**src/rtl/fifo_pkg.sv**
```systemverilog
// fifo_pkg: sizing helpers, defaults and RAM word layout shared by the packet FIFO
package fifo_pkg;
  localparam int DEF_WIDTH = 8;
  localparam int DEF_DEPTH = 256;
  function automatic int addr_w(input int depth);
    return $clog2(depth);
  endfunction
  function automatic int cnt_w(input int depth);
    return $clog2(depth) + 1;
  endfunction
  function automatic int last_bit(input int width);
    return width;
  endfunction
endpackage

```
**src/rtl/RAM_2Port.sv**
```systemverilog
// RAM_2Port: simple dual-port RAM, one write port and one registered read port
module RAM_2Port #(
  parameter int WIDTH = 16,
  parameter int DEPTH = 256
) (
  input  logic                     i_Wr_Clk,
  input  logic [$clog2(DEPTH)-1:0] i_Wr_Addr,
  input  logic                     i_Wr_DV,
  input  logic [WIDTH-1:0]         i_Wr_Data,
  input  logic                     i_Rd_Clk,
  input  logic [$clog2(DEPTH)-1:0] i_Rd_Addr,
  input  logic                     i_Rd_En,
  output logic [WIDTH-1:0]         o_Rd_Data
);
  logic [WIDTH-1:0] mem [DEPTH];
  // store the write word
  always_ff @(posedge i_Wr_Clk)
    if (i_Wr_DV) mem[i_Wr_Addr] <= i_Wr_Data;
  // registered read, output holds between requests
  always_ff @(posedge i_Rd_Clk)
    if (i_Rd_En) o_Rd_Data <= mem[i_Rd_Addr];
endmodule

```
**src/rtl/fifo_packet.sv**
```systemverilog
// fifo_packet: packet FIFO with commit/drop, overflow discard and optional FWFT read
module fifo_packet
  import fifo_pkg::*;
#(
  parameter int WIDTH     = DEF_WIDTH,
  parameter int DEPTH     = DEF_DEPTH,
  parameter int MAKE_FWFT = 0
) (
  input  logic                     i_Clk,
  input  logic                     i_Rst_L,
  input  logic                     i_Wr_DV,
  input  logic [WIDTH-1:0]         i_Wr_Data,
  input  logic                     i_Wr_Last,
  input  logic                     i_Wr_Drop,
  input  logic [$clog2(DEPTH)-1:0] i_AF_Level,
  output logic                     o_AF_Flag,
  output logic                     o_Full,
  output logic                     o_Wr_Overflow,
  input  logic                     i_Rd_En,
  output logic                     o_Rd_DV,
  output logic [WIDTH-1:0]         o_Rd_Data,
  output logic                     o_Rd_Last,
  input  logic [$clog2(DEPTH)-1:0] i_AE_Level,
  output logic                     o_AE_Flag,
  output logic                     o_Empty,
  output logic [$clog2(DEPTH):0]   o_Pkt_Count
);
  localparam int ADDR_W = addr_w(DEPTH);
  localparam int CNT_W = cnt_w(DEPTH);
  localparam int LAST_BIT = last_bit(WIDTH);
  localparam logic [CNT_W-1:0] FULL_CNT = CNT_W'(DEPTH);
  localparam bit FWFT = (MAKE_FWFT != 0);
  logic [ADDR_W-1:0] wr_ptr, commit_ptr, rd_ptr;
  logic [CNT_W-1:0] stored, readable, pkt_len, pkt_cnt, in_flight;
  logic ovf_state, ovf_pulse, s1_v, out_v, out_last;
  logic [WIDTH-1:0] out_data;
  logic [WIDTH:0] ram_q;
  logic last_mem [DEPTH];
  logic accept, commit, ovf_hit, ovf_close, discard, pop, pop_last, ld, fetch;
  assign o_Full = stored == FULL_CNT;
  assign o_AF_Flag = stored >= FULL_CNT - CNT_W'(i_AF_Level);
  assign o_AE_Flag = readable <= CNT_W'(i_AE_Level);
  assign accept = i_Wr_DV & ~o_Full & ~i_Wr_Drop & ~ovf_state;
  assign commit = accept & i_Wr_Last;
  assign ovf_hit = i_Wr_DV & ~i_Wr_Drop & (ovf_state | o_Full);
  assign ovf_close = ovf_hit & i_Wr_Last;
  assign discard = i_Wr_Drop | ovf_close;
  assign pop = i_Rd_En & (FWFT ? out_v : readable != '0);
  // the last flag of a standard-mode pop is not out of the RAM yet, so a shadow copy answers it
  assign pop_last = FWFT ? out_last : last_mem[rd_ptr];
  // committed words already pulled into the prefetch stages
  assign in_flight = CNT_W'(s1_v) + CNT_W'(out_v);
  assign ld = FWFT & s1_v & (~out_v | pop);
  assign fetch = FWFT ? (readable != in_flight) & (~s1_v | ld) : pop;
  assign o_Rd_DV = FWFT ? out_v : s1_v;
  assign o_Rd_Data = FWFT ? out_data : (s1_v ? ram_q[WIDTH-1:0] : '0);
  assign o_Rd_Last = FWFT ? out_last : s1_v & ram_q[LAST_BIT];
  assign o_Empty = FWFT ? ~out_v : readable == '0;
  assign o_Wr_Overflow = ovf_pulse;
  assign o_Pkt_Count = pkt_cnt;
  RAM_2Port #(.WIDTH(WIDTH + 1), .DEPTH(DEPTH)) u_ram (
    .i_Wr_Clk (i_Clk),
    .i_Wr_Addr(wr_ptr),
    .i_Wr_DV  (accept),
    .i_Wr_Data({i_Wr_Last, i_Wr_Data}),
    .i_Rd_Clk (i_Clk),
    .i_Rd_Addr(rd_ptr),
    .i_Rd_En  (fetch),
    .o_Rd_Data(ram_q)
  );
  // shadow of the per-word last flag
  always_ff @(posedge i_Clk)
    if (accept) last_mem[wr_ptr] <= i_Wr_Last;
  // pointers, counters, overflow tracking and read pipeline
  always_ff @(posedge i_Clk or negedge i_Rst_L)
    if (!i_Rst_L) begin
      wr_ptr <= '0;
      commit_ptr <= '0;
      rd_ptr <= '0;
      stored <= '0;
      readable <= '0;
      pkt_len <= '0;
      pkt_cnt <= '0;
      ovf_state <= 1'b0;
      ovf_pulse <= 1'b0;
      s1_v <= 1'b0;
      out_v <= 1'b0;
      out_data <= '0;
      out_last <= 1'b0;
    end else begin
      wr_ptr <= discard ? commit_ptr : wr_ptr + ADDR_W'(accept);
      commit_ptr <= commit ? wr_ptr + 1'b1 : commit_ptr;
      rd_ptr <= rd_ptr + ADDR_W'(fetch);
      stored <= stored + CNT_W'(accept) - CNT_W'(pop) - (discard ? pkt_len : '0);
      readable <= readable + (commit ? pkt_len + 1'b1 : '0) - CNT_W'(pop);
      pkt_len <= (discard | commit) ? '0 : pkt_len + CNT_W'(accept);
      pkt_cnt <= pkt_cnt + CNT_W'(commit) - CNT_W'(pop & pop_last);
      ovf_state <= ~i_Wr_Drop & ~ovf_close & (ovf_state | ovf_hit);
      ovf_pulse <= ovf_close;
      s1_v <= fetch | (FWFT & s1_v & ~ld);
      out_v <= ld | (out_v & ~pop);
      out_data <= ld ? ram_q[WIDTH-1:0] : out_data;
      out_last <= ld ? ram_q[LAST_BIT] : out_last;
    end
  assert property (@(posedge i_Clk) disable iff (!i_Rst_L) (stored >= readable) && (stored <= FULL_CNT));
endmodule
```
**config.mk**
```make
export PLATFORM = sky130hd
export DESIGN_NAME = fifo_packet
export DESIGN_NICKNAME = d
export VERILOG_FILES = /design/src/rtl/fifo_pkg.sv /design/src/rtl/RAM_2Port.sv /design/src/rtl/fifo_packet.sv
export SDC_FILE = /design/constraint.sdc
export NUM_CORES = 2
export LEC_CHECK = 0
export BUFFER_PORTS_ARGS = -buffer_cell sky130_fd_sc_hd__buf_4
export CELL_PAD_IN_SITES_DETAIL_PLACEMENT = 0
export CELL_PAD_IN_SITES_GLOBAL_PLACEMENT = 1
export CORE_ASPECT_RATIO = 0.8
export CORE_MARGIN = 3
export CORE_UTILIZATION = 35
export CTS_CLUSTER_SIZE = 12
export DETAILED_ROUTE_END_ITERATION = 7
export PLACE_DENSITY = 0.61
export SYNTH_ARGS = -nofsm -noshare
export SYNTH_HDL_FRONTEND = slang
export SYNTH_SLANG_ARGS = --single-unit
```
**constraint.sdc**
```tcl
create_clock -name i_Clk -period 3.9 [get_ports i_Clk]
set_input_delay 0.195 -clock i_Clk [delete_from_list [all_inputs] [get_ports i_Clk]]
set_output_delay 0.195 -clock i_Clk [all_outputs]
set_load 0.01 [all_outputs]
```
==> reports/metrics.yaml <==
status: "finished, violations left"
violations: "negative setup slack"
cts_tree: "built"
whs_endpoint: "u_ram.mem[238][4]"
die_h_um: 470
synth-simple-area-share_pct: 2.87
overflow: 0
cts_buffers: 239
drt-initial-drc-count: 6980
fmax_mhz: 235
htreeDepth: 4
synth_fa_ha_area_share_pct: 1.07
ys_seq_area_share_pct: 75.3
gp_congestion: 0.872
drtPass1Iterations: 5
crit_arrival_ps: 5050
worstReg2RegEnd: "o_Pkt_Count[5]"
clk_latency_ps: 920
cts_buffer_depth: 4
worst-r2r-cell-count: 22
worstSetupEndpointType: "flip-flop"
min-delay-start: "i_Wr_Data[4]"
wl_um: 286000
dp.cells: 8678
ys_dominant_reg_cell: "edfxtp_1"
reg2reg_from: "rd_ptr[0]"
busiest_layer: "met1"
synth_mux_area_share_pct: 14.5
worstPathRequired_ps: 4690
p_clk_share_pct: 27.4
grt_max_degree: 132
critPathKind: "reg -> reg"
syn_area_um2: 94300
slew-limit-headroom_pct: 15.8
synth_area_leader_cell: "edfxtp_1"
cp-startpoint: "rd_ptr[0]"
finClkSkew_ps: 49.7
tightest_slew_ps: 1250
p_leak_nw: 36.2
drc: 0
hold_viol: 0
setup_slack_ps: -359
grt_pass1_wl_um: 398000
clk_pin_slew_worst_paths_ps: 70
switching_share_pct: 33.5
synth_nets: 4782
hold_depth: 1
synth_warnings: 0
synth_top_family_by_area: "multiplexers"
rsz0062_at_grt: "true"
synth_area_leaders: "edfxtp_1 (74%), mux4_2 (11%), mux2i_1 (2.2%)"
synth-edff-count: 2313
ant_nets: 0
p_seq_share_pct: 37.8
post-route-period-util_pct: 109
antenna_found_initial: 24
via_per_inst: 5.57
row_count: 169
ff2ff_setup_slack_ps: -360
core_um2: 267000
hp-class: "in -> reg"
min_period_ps: 4260
use_met1_pct: 30.9
synthDistinctLibCells: 84
portBuffers: 53
pre_cts_ws_ps: -1150
p_comb_share_pct: 34.8
drive_gt1_share_pct: 28.1
grt_pass1_vias: 49300
syn-mean-instance-area_um2: 20.2
nNetsFinal: 5475
netlist_instances: 4674
dp_hpwl_um: 184000
async_flop_share_pct: 2.65
maxCapViolCount: 0
use_met2_pct: 29.8
pin_count: 54
drv_slew: 0
power.density_nw_per_um2: 692
die_x_um: 586
synth_top_area_share_pct: 73.6
wl_per_cell_um: 31.4
setup-violations-final: 6
cts_sinks: 2376
stdcell_count: 9096
grt_util_met3_pct: 4.99
synth-seq-cells: 2376
critPathMaxFanout: 6
start_kind: "flip-flop"
track_usage_pct: 20.5
initial_core_util_pct: 35.4
synth_compound_area_share_pct: 3.49
cell_internal_pwr_w: 0.0508
power_switching_w: 0.0256
area_delta_synth_final_pct: 17.1
root_buffer: "clkbuf_16"
ir_worst_vdd_v: 0.000526
synthXorXnorAreaFrac_pct: 0.585
vias: 50600
fp.dieArea_um2: 276000
-- synth_stat cells (all sizes together), types with 13 or more instances --
cell and number:
a2111oi 18, a211oi 23, a21o 13, a21oi 99, a221oi 32, a22o 16, a22oi 70, and2 16
buf 176, clkbuf 83, dfrtp 63, edfxtp 2313, ha 73, inv 78, mux2i 210, mux4 504
nand2 154, nand3 36, nor2 317, nor2b 26, nor3 19, o21ai 60, o221ai 27, o22ai 36
xnor2 36, xor2 27
-- metal layers --
metal | wire length [um] | up-vias
li1 | - | 20600
met1 | 124000 | 27100
met2 | 126000 | 2604
met3 | 29200 | 376
met4 | 6900 | 2
met5 | 13 | -
-- cells by family after synthesis --
family,count (synthesis)
compound gates,474
xor+xnor,63
fa+ha+maj,78
buf+inv,338
flops,2376
mux,722
simple gates,623
-- timing repair --
action / CTS / global route
pin swaps: 28 / 28
hold endpoints to repair: 307 / 0
endpoints found under the setup margin: 16 / 18
gates cloned: 5 / 0
setup buffers: 25 / 7
hold buffers: 14 / 0
resized for setup: 88 / 44
-- placed cells by master, fill, tap and decap left out, types with 27 or more instances in the layout --
cell       Yosys  routed
nand3_1       36      34
xor2_1        27      27
ha_1          73      70
inv_1         75      71
buf_4         19     616
a22oi_1       70      61
clkbuf_16      0     239
mux4_1        35      33
o221ai_1      27      27
nand2_1      154     145
dfrtp_1       63      57
o21ai_0       57      54
a221oi_1      31      30
clkbuf_1      79      82
mux4_2       469     471
xnor2_1       36      34
o22ai_1       36      35
nor2_1       317     312
mux2i_1      210     205
edfxtp_1    2313    2313
buf_12         6      43
a21oi_1       99      88
-- area by class of cell --
cell class	count	area (um^2)
Timing Repair Buffer	711	6200
Clock inverter	47	410
Antenna cell	7	17.5
Multi-Input combinational cell	1960	21700
Fill cell	23400	156000
Sequential cell	2376	71100
Clock buffer	325	6340
Tap cell	3591	4490
Inverter	79	300
-- critical path: stages (launching register included) --
cell and delay (ps):
dfrtp_4 550, buf_6 150, buf_12 120, buf_16 140, mux4_2 430, a22oi_2 180
nand2_2 110, o311ai_4 290, buf_4 170, a32o_2 190, mux2i_2 90, and2_4 200
ha_4 260, inv_2 40, ha_4 150, buf_4 120, buf_6 100, a21o_1 160
a21oi_2 160, o21bai_1 90, a21oi_2 190, buf_4 150, xnor2_2 110
-- flip-flops by register name, summed over array words and instances (netlist names) --
name / count
u_ram.mem: 2303
o_Pkt_Count: 9
pkt_len: 9
readable: 9
stored: 9
u_ram.o_Rd_Data: 9
commit_ptr: 8
rd_ptr: 8
wr_ptr: 8
last_mem: 1
o_Rd_DV: 1
o_Wr_Overflow: 1
ovf_state: 1
-- how the worst max path moves through the flow --
| stage | endpoint | slack [ps] |
|---|---|---|
| after floorplan | stored[7] | -20 |
| after global placement | o_Pkt_Count[8] | -1270 |
| after detailed placement | o_Pkt_Count[8] | -1150 |
| after CTS | o_Pkt_Count[6] | -330 |
| after global routing | o_Pkt_Count[6] | -460 |
| final | o_Pkt_Count[5] | -360 |
-- power groups by stage --
stage          clock, W  sequential (W)  combinational (W)
2_1_floorplan         0          0.0292             0.0143
3_3_place_gp          0          0.0295             0.0251
3_5_place_dp          0          0.0295             0.0252
4_1_cts          0.0214          0.0289             0.0263
5_1_grt          0.0223          0.0290             0.0277
6_report         0.0209          0.0289             0.0266
-- stage by stage --
step           instance area (um^2)  util [%]  hold WS [ps]  power [W]  setup TNS, ps
3_3_place_gp                 103000      38.5           401     0.0546          -9560
4_1_cts                      110000      41.4          3.03     0.0766          -1270
6_report                     110000      41.4          16.7     0.0765          -1520
3_5_place_dp                 103000      38.5           407     0.0546          -8660
2_1_floorplan                 94300         -          -101     0.0435          -23.6
5_1_grt                      110000      41.4          41.5     0.0790          -2050
(Power assumes the default switching activity.)
